[config.mk]
export PLATFORM = sky130hd
export DESIGN_NAME = serial_adder_flat
export DESIGN_NICKNAME = d
export VERILOG_FILES = /design/src/rtl/serial_adder_pkg.sv /design/src/rtl/serial_adder_if.sv /design/src/rtl/serial_fa_cell.sv /design/src/rtl/serial_adder.sv /design/src/flat_wrapper.sv
export SDC_FILE = /design/constraint.sdc
export NUM_CORES = 1
export LEC_CHECK = 0
export ABC_AREA = 1
export CORE_UTILIZATION = 55
export CTS_CLUSTER_DIAMETER = 50
export DETAILED_ROUTE_END_ITERATION = 8
export PLACE_DENSITY = 0.84
export SYNTH_ARGS = -nofsm -noshare
export SYNTH_HDL_FRONTEND = slang
export SYNTH_HIERARCHICAL = 1
export SYNTH_SLANG_ARGS = --single-unit
[constraint.sdc]
create_clock -name clk -period 2 [get_ports clk]
set_clock_uncertainty 0.1 [all_clocks]
set_input_delay 0.4 -clock clk [delete_from_list [all_inputs] [get_ports clk]]
set_output_delay 0.4 -clock clk [all_outputs]
set_load 0.01 [all_outputs]
[src/rtl/serial_adder_pkg.sv]
// Shared types for the bit-serial adder: FSM state encoding and a counter-width helper.
package serial_adder_pkg;

  localparam int unsigned STATE_W = 2;

  typedef enum logic [STATE_W-1:0] {
    IDLE = 2'd0,
    RUN  = 2'd1,
    DONE = 2'd2
  } state_e;

  // Bit counter must index 0..WIDTH-1; never narrower than one bit.
  function automatic int unsigned cnt_width(input int unsigned width);
    return (width > 1) ? $clog2(width) : 1;
  endfunction

endpackage

[src/rtl/serial_adder_if.sv]
// Start/done handshake and operand/result bus of the bit-serial adder.
// SERIAL_ADDER_OVERFLOW_EN adds the signed-overflow flag ovf.
interface serial_adder_if #(
  parameter int unsigned WIDTH = 8
);

  logic             start;
  logic [WIDTH-1:0] a;
  logic [WIDTH-1:0] b;
  logic             cin;
  logic             busy;
  logic             done;
  logic [WIDTH-1:0] sum;
  logic             cout;
`ifdef SERIAL_ADDER_OVERFLOW_EN
  logic             ovf;
`endif

`ifdef SERIAL_ADDER_OVERFLOW_EN
  modport master (output start, a, b, cin, input busy, done, sum, cout, ovf);
  modport slave  (input start, a, b, cin, output busy, done, sum, cout, ovf);
`else
  modport master (output start, a, b, cin, input busy, done, sum, cout);
  modport slave  (input start, a, b, cin, output busy, done, sum, cout);
`endif

endinterface

[src/rtl/serial_fa_cell.sv]
// Single-bit combinational full adder reused by the serial adder every cycle.
module serial_fa_cell (
  input  logic a_i,
  input  logic b_i,
  input  logic ci_i,
  output logic s_o,
  output logic co_o
);

  assign s_o  = a_i ^ b_i ^ ci_i;
  assign co_o = (a_i & b_i) | (ci_i & (a_i ^ b_i));

endmodule

[src/rtl/serial_adder.sv]
// Bit-serial adder: one full-adder cell, LSB first, WIDTH cycles per add.
// SERIAL_ADDER_OVERFLOW_EN adds a registered two's-complement overflow flag.
module serial_adder
  import serial_adder_pkg::*;
#(
  parameter int unsigned WIDTH = 8
) (
  input logic           clk,
  input logic           rst,
  serial_adder_if.slave bus
);

  localparam int unsigned    CNT_W    = cnt_width(WIDTH);
  localparam logic [CNT_W-1:0] LAST_BIT = CNT_W'(WIDTH - 1);
  localparam logic [CNT_W-1:0] CNT_ONE  = CNT_W'(1);

  state_e           state_q;
  logic [WIDTH-1:0] a_sh_q, b_sh_q, sum_q;
  logic [WIDTH-1:0] a_sh_d, b_sh_d, sum_d;
  logic [CNT_W-1:0] cnt_q;
  logic             carry_q;
  logic             cout_q;
  logic             busy_q;
  logic             done_q;
  logic             fa_s;
  logic             fa_co;
  logic             accept_c;
  logic             last_c;
`ifdef SERIAL_ADDER_OVERFLOW_EN
  logic             ovf_q;
`endif

  serial_fa_cell u_fa (
    .a_i  (a_sh_q[0]),
    .b_i  (b_sh_q[0]),
    .ci_i (carry_q),
    .s_o  (fa_s),
    .co_o (fa_co)
  );

  // A new add may only begin when no bits are in flight.
  assign accept_c = bus.start && ((state_q == IDLE) || (state_q == DONE));
  assign last_c   = (state_q == RUN) && (cnt_q == LAST_BIT);

  assign a_sh_d = {1'b0, a_sh_q[WIDTH-1:1]};
  assign b_sh_d = {1'b0, b_sh_q[WIDTH-1:1]};
  assign sum_d  = {fa_s, sum_q[WIDTH-1:1]};

  always_ff @(posedge clk or posedge rst) begin
    if (rst) begin
      state_q <= IDLE;
      a_sh_q  <= '0;
      b_sh_q  <= '0;
      sum_q   <= '0;
      cnt_q   <= '0;
      carry_q <= 1'b0;
      cout_q  <= 1'b0;
      busy_q  <= 1'b0;
      done_q  <= 1'b0;
`ifdef SERIAL_ADDER_OVERFLOW_EN
      ovf_q   <= 1'b0;
`endif
    end else begin
      case (state_q)
        IDLE, DONE: begin
          done_q <= 1'b0;
          if (accept_c) begin
            state_q <= RUN;
            busy_q  <= 1'b1;
            a_sh_q  <= bus.a;
            b_sh_q  <= bus.b;
            carry_q <= bus.cin;
            cnt_q   <= '0;
          end else begin
            state_q <= IDLE;
            busy_q  <= 1'b0;
          end
        end
        RUN: begin
          // Sum fills from the MSB so the first (LSB) bit lands at bit 0 after WIDTH shifts.
          sum_q   <= sum_d;
          a_sh_q  <= a_sh_d;
          b_sh_q  <= b_sh_d;
          carry_q <= fa_co;
          cnt_q   <= cnt_q + CNT_ONE;
          if (last_c) begin
            state_q <= DONE;
            busy_q  <= 1'b0;
            done_q  <= 1'b1;
            cout_q  <= fa_co;
`ifdef SERIAL_ADDER_OVERFLOW_EN
            // carry_q is the carry into the MSB on the last bit.
            ovf_q   <= carry_q ^ fa_co;
`endif
          end
        end
        default: begin
          state_q <= IDLE;
          busy_q  <= 1'b0;
          done_q  <= 1'b0;
        end
      endcase
    end
  end

  assign bus.busy = busy_q;
  assign bus.done = done_q;
  assign bus.sum  = sum_q;
  assign bus.cout = cout_q;
`ifdef SERIAL_ADDER_OVERFLOW_EN
  assign bus.ovf  = ovf_q;
`endif

endmodule

[src/flat_wrapper.sv]
// flat-port wrapper written by rule: the top's interface ports become plain ports
module serial_adder_flat import serial_adder_pkg::*;
#(
  parameter int unsigned WIDTH = 8
)
  (clk, rst, bus_start, bus_a, bus_b, bus_cin, bus_busy, bus_done, bus_sum, bus_cout);
  serial_adder_if #(.WIDTH(WIDTH)) bus_i ();
  input logic clk;
  input logic rst;
  input wire logic [$bits(bus_i.start)-1:0] bus_start;
  input wire logic [$bits(bus_i.a)-1:0] bus_a;
  input wire logic [$bits(bus_i.b)-1:0] bus_b;
  input wire logic [$bits(bus_i.cin)-1:0] bus_cin;
  output wire logic [$bits(bus_i.busy)-1:0] bus_busy;
  output wire logic [$bits(bus_i.done)-1:0] bus_done;
  output wire logic [$bits(bus_i.sum)-1:0] bus_sum;
  output wire logic [$bits(bus_i.cout)-1:0] bus_cout;
  assign bus_i.start = bus_start;
  assign bus_i.a = bus_a;
  assign bus_i.b = bus_b;
  assign bus_i.cin = bus_cin;
  assign bus_busy = bus_i.busy;
  assign bus_done = bus_i.done;
  assign bus_sum = bus_i.sum;
  assign bus_cout = bus_i.cout;
  serial_adder #(.WIDTH(WIDTH)) u_core (.clk(clk), .rst(rst), .bus(bus_i));
endmodule
## Yosys cells after proc, flatten, opt, wreduce, memory -nomap -nowiden

Index checks and enable logic that the tools add are counted.

| operators by class | value |
|---|---|
| add/sub/neg operators | 1 |
| equality and inequality tests | 5 |
| muxes and demuxes | 16 |
| bitwise operators | 5 |
| reduce and logical (&&, ||, !) cells | 8 |

Operators with widths:

| kind | number |
|---|---|
| $pmux 8 s2 | 2 |
| $mux 8 | 2 |
| $mux 1 | 6 |
| $pmux 3 s2 | 1 |
| $ne 2x1->1 const B | 2 |
| $pmux 1 s2 | 2 |
| $pmux 2 s2 | 1 |
| $reduce_and 2->1 | 2 |
| $add 3x1->3 const B | 1 |
| $eq 3x3->1 const B | 1 |
| $mux 3 | 1 |
| $and 1x1->1 | 2 |
| $eq 2x1->1 const B | 1 |
| $eq 2x2->1 const B | 1 |
| $logic_and 1x1->1 | 2 |
| $logic_not 2->1 | 1 |
| $mux 2 | 1 |
| $reduce_bool 2->1 | 1 |
| $reduce_or 2->1 | 1 |
| $xor 1x1->1 | 2 |
| $logic_or 1x1->1 | 1 |
| $or 1x1->1 | 1 |

| word-level totals | value |
|---|---|
| bits in registers | 33 |
| output and inout bits | 11 |
| logic and storage cells | 44 |

## Longest topological paths before layout

Gate-level depths: netlist of the first run.

| logic depth | value |
|---|---|
| depth in word-level cells | 5 |
| mapped depth | 8 |

## Hierarchy

The synthesis of the first run kept the hierarchy.

By module, submodules not included:

| module | times used | cells each | area each (sq um) | sequential area each (sq um) |
|---|---|---|---|---|
| serial_adder | 1 | 199 | 1565.3 | 800.8 |
| serial_fa_cell | 1 | 1 | 20.0 | 0.0 |

## Worst setup path before layout of the first run

Ideal clock, no wire load.

| timing path | value |
|---|---|
| path type | reg2reg |
| start point | register u_core.a_sh_q[0] |
| end point | register u_core.carry_q |
| library setup time | 0.117 ns |
| data arrival time | 1.041 ns |
| setup slack | 0.742 ns |
| stages on the path, launching flop included | 6 |
| buffers on the path | 0 |
| clock period less this slack | 1.258 ns |
| cell sequence | dfrtp_1 fa_1 inv_1 nand3_1 nand3_1 nand2_1 |

| on the way | value |
|---|---|
| cells in the longest elaborated chain, start to end | 4 |
| elaborated cells on any way between the ends | 5 |
| classes of those cells | 1 x mux; 4 x bitwise |

Ends and longest elaborated chain:

| item | RTL line | source |
|---|---|---|
| start: declaration | serial_adder.sv:18 | `logic [WIDTH-1:0] a_sh_q, b_sh_q, sum_q;` |
| start signal: assignment | serial_adder.sv:70 | `a_sh_q <= bus.a;` |
| start signal: assignment | serial_adder.sv:82 | `a_sh_q <= a_sh_d;` |
| $xor 1x1->1 | serial_fa_cell.sv:11 | `assign co_o = (a_i & b_i) \| (ci_i & (a_i ^ b_i));` |
| $and 1x1->1 | serial_fa_cell.sv:11 |  |
| $or 1x1->1 * | serial_fa_cell.sv:11 |  |
| named net u_core.fa_co | serial_adder.sv:26 | `logic fa_co;` |
| $pmux 1 s2 * | serial_adder.sv:64 | `case (state_q)` |
| end signal: assignment | serial_adder.sv:72 | `carry_q <= bus.cin;` |
| end signal: assignment | serial_adder.sv:84 | `carry_q <= fa_co;` |
| end: declaration | serial_adder.sv:21 | `logic carry_q;` |

The timed path passes the listed nets; every way through them passes the cells marked *.
A chain may end at the register's enable or synchronous reset.

## Final worst setup path of the first run

| timing path | value |
|---|---|
| start point | register u_core.done_q, in the netlist u_core/bus.done |
| end point | output port bus_done |

RTL lines:

| item | RTL line | source |
|---|---|---|
| start: declaration | serial_adder.sv:24 | `logic done_q;` |
| start signal: assignment | serial_adder.sv:59 | `done_q <= 1'b0;` |
| start signal: assignment | serial_adder.sv:66 | `done_q <= 1'b0;` |
| start signal: assignment | serial_adder.sv:89 | `done_q <= 1'b1;` |
| end: declaration | flat_wrapper.sv:15 | `output wire logic [$bits(bus_i.done)-1:0] bus_done;` |

No word-level cell between the ends.

==> results.cfg, run 1 <==
[synthesis]
syn_area_per_cell_um2 = 7.926
synthTopCellsByArea = dfrtp_1 51%, nand2_1 18%, nand3_1 9.8%, inv_1 8.1%, o21ai_0 1.9%
syn-cell-area_um2 = 1585
synth_top_area_cell = dfrtp_1
ys_seq_elements = 32
synth_top_area_share = 0.5051
synth_enable_flop_cells = 0
synth_ff_type = dfrtp_1
yosysWarnings = 6
ys_seq_area_frac = 0.5051
syn-num-nets = 223
syn_inst = 200
yosysMostFrequentCell = nand2_1
ys_types = 18
synthArstFlopShare = 1.000
synth_common_cells = 76 x nand2_1, 34 x inv_1, 32 x dfrtp_1

[sta]
hold_ws_ns = 0.3410
finalSetupTns_ns = 0
fin_crit_sh = 0.8951
slew_headroom = 0.7395
fin_crit_ns = 1.790
final.setup.worst_slack_ns = 0.2098
tightest_slew_ns = 0.3907
rsz0062_at_grt = false
max_freq_mhz = 558.6
hold_violations = 0
drv_slew = 0
setup_viol = 0

[floorplan]
design.die.area_um2 = 3101
dieHeight_um = 55.69
initial_core_util = 0.5799
io-pin-count = 31
num_rows = 19
core_um2 = 2734
die_w_um = 55.69

[min_path]
min_path_type = input port to asynchronous set/reset pin

[route]
wirelength_um = 2897
vias = 1272
ant_nets = 0
dr.first_iter.drc_count = 31
avgViaCountPerCell = 4.800
drtPass1Iterations = 4
wire_per_inst_um = 10.93
drc = 0

[power]
power_density_nw_per_um2 = 1548
p_int_mw = 1.758
p_clk_frac = 0.125
p_total_mw = 3.018
power.net_switching_mw = 1.260
p_comb_frac = 0.492
pwr-share-seq = 0.383
ir_drop_mv = 1.325
swShare = 0.4174
p_leak_nw = 1.073

[cts]
cts-resized-gates = 0
clk_pin_slew_worst_paths_ns = 0.09
cts_htree_levels = 2
clock_latency_ns = 0.32
ctsHoldBuffers = 0
cts_root_buf = clkbuf_4
post_cts_buffers = 0
numCtsBuffers = 5
cts_sinks = 32
cts_buffer_depth = 2
cts_tree = built

[grt]
grt_pass1_wl_um = 5188
grt_max_degree = 33
grt_pass1_vias = 1197
overflow = 0
antenna_found_initial = 0
grt_usage = 0.2144

[worst_setup_path]
worstSetupPathType = register to primary output
cp_cell_sequence = clkdlybuf4s50_1
critical-path-max-stage-delay_ns = 0.56
cp_max_fo = 3
endpoint_kind = primary output
arrival_ns = 1.29
critPathSlowestCell = clkdlybuf4s50_1
worst-path-buf-inv = 1
reg2reg_slack_ns = 0.63
path_delay_family = buffers and inverters
cp-start-kind = register
cp.required_ns = 1.50

[placed_design]
gp_congestion = 0.7306
numPortBuffers = 30
dp_slack_ns = 0.4130
hpwl_um = 2055

[job]
maxCapViolCount = 0

[layout]
n_antenna_cell = 0
syn_to_final_growth_pct = 22.97
drive_gt1_frac = 0.06838
nNetsFinal = 256

[status]
status = finished clean
-- placed cells by master, fill, tap and decap left out --
| cell type | instances |
|---|---|
| a21oi_1 | 1 |
| buf_4 | 4 |
| clkbuf_1 | 2 |
| clkbuf_4 | 5 |
| clkbuf_8 | 1 |
| clkdlybuf4s50_1 | 30 |
| dfrtp_1 | 32 |
| fa_1 | 1 |
| ha_1 | 2 |
| inv_1 | 34 |
| inv_2 | 1 |
| inv_4 | 1 |
| inv_6 | 1 |
| nand2_1 | 76 |
| nand2_4 | 2 |
| nand2_8 | 1 |
| nand3_1 | 31 |
| nor2_1 | 3 |
| o21ai_0 | 6 |
-- path summary, 6_finish.rpt --
| path | to | start | cells after the start |
|---|---|---|---|
| setup reg to reg | u_core/b_sh_q[5]$_DFFE_PP0P_ | u_core/state_q[0]$_DFFE_PP0P_ | 5 |
| min in group clk | u_core/bus.sum[0]$_DFFE_PP0P_ | u_core/bus.sum[0]$_DFFE_PP0P_ | 2 |
| hold / removal | u_core/bus.sum[3]$_DFFE_PP0P_ | rst | 3 |
| hold reg to reg | u_core/bus.sum[0]$_DFFE_PP0P_ | u_core/bus.sum[0]$_DFFE_PP0P_ | 2 |
| setup / recovery | bus_done | u_core/bus.done$_DFFE_PP0P_ | 1 |
| max in group asynchronous | u_core/cnt_q[0]$_DFFE_PP0P_ | rst | 3 |
-- cells by family after synthesis --
kind of cell | Yosys count | share of synthesized area
flops | 32 | 0.5051
fa+ha+maj | 3 | 0.02841
simple gates | 113 | 0.3118
compound gates | 7 | 0.02210
buf+inv | 45 | 0.1326
-- stage by stage --
| step | instance area, um^2 | util | std cells |
|---|---|---|---|
| after floorplan | 1585 | - | 200 |
| after global placement | 1891 | 0.6915 | 257 |
| after detailed placement | 1891 | 0.6915 | 257 |
| after CTS | 1949 | 0.7130 | 265 |
| after global routing | 1949 | 0.7130 | 265 |
| final | 1949 | 0.7130 | 265 |
-- power groups by stage --
stage	Sequential, mW	Combinational, mW	Clock, mW
after floorplan	1.16	1.10	0
after global placement	1.16	1.44	0
after detailed placement	1.17	1.50	0
after CTS	1.16	1.50	0.386
after global routing	1.19	1.71	0.411
final	1.16	1.48	0.378
-- state kept, by name (all words and copies together), names as in the netlist --
register / flops
u_core/state_q: 1
u_core/a_sh_q: 8
u_core/cnt_q: 3
u_core/bus.done: 1
u_core/b_sh_q: 8
u_core/bus.sum: 8
u_core/bus.cout: 1
u_core/bus.busy: 1
u_core/carry_q: 1
-- final cells by class --
cell class,count,area [um^2]
Sequential cell,32,800.8
Multi-Input combinational cell,123,574.3
Inverter,37,146.4
Tap cell,31,38.79
Fill cell,225,784.5
Clock buffer,8,58.81
Timing Repair Buffer,34,330.3
-- metal layers --
metal	GRT usage	vias to the layer above	wire, um
li1	-	670	-
met1	0.2899	575	1408
met2	0.3391	22	1352
met3	0.05116	5	102
met4	0.07500	0	33
met5	0	-	0
Note: power is estimated with default switching activity, not from simulation.
==> run 2, diff against run 1 <==
--- a/config.mk
+++ b/config.mk
@@ -6,6 +6,7 @@
 export NUM_CORES = 1
 export LEC_CHECK = 0
 export ABC_AREA = 1
+export CORE_MARGIN = 2
 export CORE_UTILIZATION = 55
 export CTS_CLUSTER_DIAMETER = 50
 export DETAILED_ROUTE_END_ITERATION = 8
==> run 2 against run 1 <==
Against the previous run:
- global-route usage increased by 0.19 points
- hold slack worse by 0.0060 ns
- clock power increased by 29%
- sequential cell count stayed put
- die area grew 7.3%
- sequential power about the same
- register-to-register slack got worse by 0.16 ns
- first-iteration DRC count up 23%
- fmax down 1.1%
- critical endpoint unchanged
- largest cell class unchanged
==> results.cfg, run 2 (synthesis gave the netlist of run 1 again) <==
[layout]
final_common_cell = nand2_1
n_antenna_cell = 0
layout_common_cells = 76 x nand2_1, 34 x inv_1, 32 x dfrtp_1, 31 x nand3_1, 30 x clkdlybuf4s50_1
drive_gt1_frac = 0.08085
fillers = 239
nNetsFinal = 257
syn_to_final_growth_pct = 24.78
postLayoutCoreUtil = 0.7173

[sta]
tightest_slew_ns = 0.3893
fin_crit_ns = 1.810
max_freq_mhz = 552.4
setup_viol = 0
drv_slew = 0
slew_headroom = 0.7405
rsz0062_at_grt = false
hold_violations = 0
finalSetupTns_ns = 0
fin_crit_sh = 0.9051

[power]
p_clk_frac = 0.155
p_int_mw = 1.868
power_density_nw_per_um2 = 1599
power.net_switching_mw = 1.295
p_leak_nw = 1.087
ir_drop_mv = 1.186
swShare = 0.4094
p_comb_frac = 0.475
pwr-share-seq = 0.370

[route]
drc = 0
wire_per_inst_um = 11.35
vias = 1269
dr.first_iter.drc_count = 38
ant_nets = 0
avgViaCountPerCell = 4.771
wirelength_um = 3019
drtPass1Iterations = 5

[cts]
clock_latency_ns = 0.34
ctsHoldBuffers = 0
cts_sinks = 32
cts_htree_levels = 2
cts-resized-gates = 0
numCtsBuffers = 5
clk_pin_slew_worst_paths_ns = 0.11
cts_buffer_depth = 2
cts_root_buf = clkbuf_4
cts_tree = built
post_cts_buffers = 0

[worst_setup_path]
cp_cell_sequence = clkdlybuf4s50_1
reg2reg_slack_ns = 0.47
critPathSlowestCell = clkdlybuf4s50_1
arrival_ns = 1.31
worst-path-buf-inv = 1
critical-path-max-stage-delay_ns = 0.56
cp-start-kind = register
worstSetupPathType = register to primary output
cp_max_fo = 3
path_delay_family = buffers and inverters
cp.required_ns = 1.50
endpoint_kind = primary output

[min_path]
min_path_type = input port to asynchronous set/reset pin

[floorplan]
dieHeight_um = 57.69
initial_core_util = 0.5749
die_w_um = 57.69
core_um2 = 2758
design.die.area_um2 = 3328
io-pin-count = 31
num_rows = 19

[grt]
grt_busiest_layer = met2
use_met3 = 0.04688
grt_pass1_wl_um = 5388
grt_pass1_vias = 1213
overflow = 0
grt_max_degree = 33
antenna_found_initial = 0
met1_usage = 0.3103
grt_usage = 0.2162
gr-usage-met2 = 0.3166

[job]
maxCapViolCount = 0

[placed_design]
hpwl_um = 2142
numPortBuffers = 30
gp_congestion = 0.7815

[status]
status = finished clean
## run 2: cell types whose count changed in the layout (fill, tap and decap cells not counted), sizes merged
cell      change
buf           +1
bufinv        +1
clkinv        +1
clkbuf        -3
clkinvlp      +1
## run 2: worst paths after layout
check | end | start | cells past startpoint
setup / recovery | bus_done | u_core/bus.done$_DFFE_PP0P_ | 1
hold / removal | u_core/a_sh_q[5]$_DFFE_PP0P_ | rst | 3
setup reg to reg | u_core/b_sh_q[6]$_DFFE_PP0P_ | u_core/bus.done$_DFFE_PP0P_ | 6
hold reg to reg | u_core/cnt_q[0]$_DFFE_PP0P_ | u_core/cnt_q[0]$_DFFE_PP0P_ | 1
max in group asynchronous | u_core/bus.cout$_DFFE_PP0P_ | rst | 3
min in group clk | u_core/cnt_q[0]$_DFFE_PP0P_ | u_core/cnt_q[0]$_DFFE_PP0P_ | 1
## run 2: power by group through the flow
stage	Clock [mW]	Combinational, mW	Sequential [mW]
4_1_cts	0.502	1.52	1.17
3_3_place_gp	0	1.46	1.18
3_5_place_dp	0	1.52	1.18
5_1_grt	0.531	1.74	1.21
2_1_floorplan	0	1.10	1.16
6_report	0.489	1.50	1.17
## run 2: routing by layer
metal / share of wire / vias to the layer above / wire, um
li1: - / 666 / -
met1: 0.48 / 570 / 1443
met2: 0.46 / 26 / 1395
met3: 0.042 / 7 / 128
met4: 0.018 / 0 / 53
met5: 0 / - / 0
## run 2: metrics by stage
step | setup slack (ns) | power [mW] | std cells | hold WS, ns | instance area [um^2]
after floorplan | 0.7417 | 2.259 | 200 | 0.3458 | 1585
after global placement | 0.4461 | 2.635 | 258 | 0.3624 | 1898
after detailed placement | 0.4274 | 2.694 | 258 | 0.3702 | 1898
after CTS | 0.1745 | 3.192 | 266 | 0.3237 | 1978
after global routing | 0.1284 | 3.481 | 266 | 0.3529 | 1978
final | 0.1897 | 3.164 | 266 | 0.3350 | 1978
## run 2: cell type report
cell class / instances / area [um^2] / area share
sequential: 32 / 800.8 / 0.4048
multi-input combinational: 123 / 574.3 / 0.2903
timing repair buffer: 35 / 337.8 / 0.1708
inverter: 37 / 146.4 / 0.07400
clock inverter: 3 / 42.54 / 0.02151
tap: 31 / 38.79 / 0.01961
clock buffer: 5 / 37.54 / 0.01898
==> run 3, diff against run 2 <==
--- a/config.mk
+++ b/config.mk
@@ -10,6 +10,7 @@
 export CORE_UTILIZATION = 55
 export CTS_CLUSTER_DIAMETER = 50
 export DETAILED_ROUTE_END_ITERATION = 8
+export GPL_TIMING_DRIVEN = 0
 export PLACE_DENSITY = 0.84
 export SYNTH_ARGS = -nofsm -noshare
 export SYNTH_HDL_FRONTEND = slang
==> run 3 against run 2 <==
Against the previous run:
- sequential cell count unchanged
- die area did not move
- core utilization up 1.4 points
- register-to-register slack improved by 0.17 ns
- first-iteration DRC count up 34%
- critical path depth did not move
- wire length grew 0.36%
- fmax up 3.2%
- power is essentially flat
- clock power shrank 18%
==> results.cfg, run 3 (synthesis gave the netlist of run 1 again) <==
[grt]
grt_pass1_vias = 1205
grt_pass1_wl_um = 5078
overflow = 0
grt_usage = 0.1989
grt_max_degree = 33
antenna_found_initial = 0

[route]
wire_per_inst_um = 11.26
drc = 0
drtPass1Iterations = 4
avgViaCountPerCell = 4.926
wirelength_um = 3030
dr.first_iter.drc_count = 51
ant_nets = 0
vias = 1325

[worst_setup_path]
path_delay_family = buffers and inverters
timing.rr.start = u_core/a_sh_q[0]$_DFFE_PP0P_
endpoint = bus_sum[4]
worstReg2RegEnd = u_core/carry_q$_DFFE_PP0P_
reg2reg_slack_ns = 0.64
critPathSlowestCell = clkdlybuf4s50_1
worstSetupPathType = register to primary output
cp-start-kind = register
ff2ff_path_depth = 5
cp_cell_sequence = clkdlybuf4s50_1
cp_max_fo = 3
worst-path-buf-inv = 1
endpoint_kind = primary output
arrival_ns = 1.25
cp.required_ns = 1.50
cp.depth = 1
critical-path-max-stage-delay_ns = 0.55
crit_start = u_core/bus.sum[4]$_DFFE_PP0P_

[layout]
layout_common_cells = 76 x nand2_1, 34 x inv_1, 32 x dfrtp_1, 31 x nand3_1, 30 x clkdlybuf4s50_1
seq_area_um2 = 800.8
n_antenna_cell = 0
syn_to_final_growth_pct = 27.23
final_cells = 269
drive_gt1_frac = 0.09244
final_common_cell = nand2_1
multi_input_area_um2 = 574.3
nNetsFinal = 261
fillers = 213

[job]
maxCapViolCount = 0

[floorplan]
num_rows = 19
io-pin-count = 31
core_um2 = 2758
dieHeight_um = 57.69
die_w_um = 57.69
initial_core_util = 0.5749
design.die.area_um2 = 3328

[power]
power_density_nw_per_um2 = 1568
swShare = 0.4093
ir_drop_mv = 1.156
p_comb_frac = 0.513
p_clk_frac = 0.127
p_total_mw = 3.162
p_int_mw = 1.868
p_leak_nw = 1.110
pwr-share-seq = 0.360
power.net_switching_mw = 1.294

[cts]
numCtsBuffers = 5
cts-resized-gates = 0
cts_root_buf = clkbuf_4
post_cts_buffers = 0
clock_latency_ns = 0.33
clk_pin_slew_worst_paths_ns = 0.10
cts_sinks = 32
cts_htree_levels = 2
cts_buffer_depth = 2
cts_tree = built
ctsHoldBuffers = 0

[placed_design]
numPortBuffers = 30
gp_congestion = 0.7361
dp_slack_ns = 0.06569
placed_cells = 261
hpwl_um = 2111

[status]
status = finished clean

[sta]
fin_crit_sh = 0.8773
fin_crit_ns = 1.755
setup_viol = 0
hold_ws_ns = 0.3648
max_freq_mhz = 569.9
final.setup.worst_slack_ns = 0.2454
slew_headroom = 0.5512
drv_slew = 0
finalSetupTns_ns = 0
hold_violations = 0
tightest_slew_ns = 0.6725
rsz0062_at_grt = false

[min_path]
min_path_type = input port to asynchronous set/reset pin
[run 3: changes by cell type in the layout (fill, tap and decap cells not counted)]
| cell | before | now |
|---|---|---|
| clkinvlp_4 | 1 | 0 |
| buf_8 | 0 | 1 |
| clkbuf_8 | 0 | 2 |
| bufinv_16 | 1 | 0 |
| clkinv_2 | 1 | 0 |
| buf_16 | 0 | 1 |
| buf_4 | 5 | 3 |
| buf_2 | 0 | 3 |
| buf_6 | 0 | 1 |
[run 3: area by class of cell]
cell class / instances / share of cell area
flip-flops and latches: 32 / 0.3970
multi-input cells: 123 / 0.2847
repair buffers: 31 / 0.1625
inverters: 37 / 0.07258
clock buffers: 7 / 0.03226
plain buffers: 8 / 0.03164
well taps: 31 / 0.01923
[run 3: metal layers]
| metal | part of all wire | GRT usage | routed length, um | up-vias |
|---|---|---|---|---|
| met4 | 0.0040 | 0.05316 | 12 | 0 |
| met3 | 0.043 | 0.06250 | 129 | 2 |
| met2 | 0.48 | 0.3036 | 1440 | 33 |
| met1 | 0.48 | 0.2780 | 1447 | 612 |
| li1 | - | - | - | 678 |
| met5 | 0 | 0 | 0 | - |
[run 3: worst min-delay path by stage]
stage / start / to / slack [ns] / cells past startpoint
after floorplan: u_core/cnt_q[1]$_DFFE_PP0P_ / u_core/cnt_q[1]$_DFFE_PP0P_ / 0.35 / 2
after CTS: u_core/a_sh_q[6]$_DFFE_PP0P_ / u_core/a_sh_q[6]$_DFFE_PP0P_ / 0.39 / 2
after global routing: u_core/cnt_q[0]$_DFFE_PP0P_ / u_core/cnt_q[0]$_DFFE_PP0P_ / 0.40 / 1
after global placement: u_core/cnt_q[2]$_DFFE_PP0P_ / u_core/cnt_q[2]$_DFFE_PP0P_ / 0.36 / 2
final: rst / u_core/a_sh_q[4]$_DFFE_PP0P_ / 0.36 / 2
after detailed placement: u_core/a_sh_q[6]$_DFFE_PP0P_ / u_core/a_sh_q[6]$_DFFE_PP0P_ / 0.36 / 2
[run 3: stage by stage]
step | area, um^2 | utilization
finish | 2017 | 0.7314
global route | 2017 | 0.7314
CTS | 1989 | 0.7214
detailed placement | 1924 | 0.6978
global placement | 1924 | 0.6978
floorplan | 1585 | -
[run 3: power by group through the flow]
stage                     Clock [mW]  Sequential (mW)  Combinational [mW]
after global routing           0.431             1.17                1.83
final                          0.402             1.14                1.62
after CTS                      0.408             1.14                1.62
after global placement             0             1.14                1.56
after detailed placement           0             1.14                1.62
after floorplan                    0             1.16                1.10
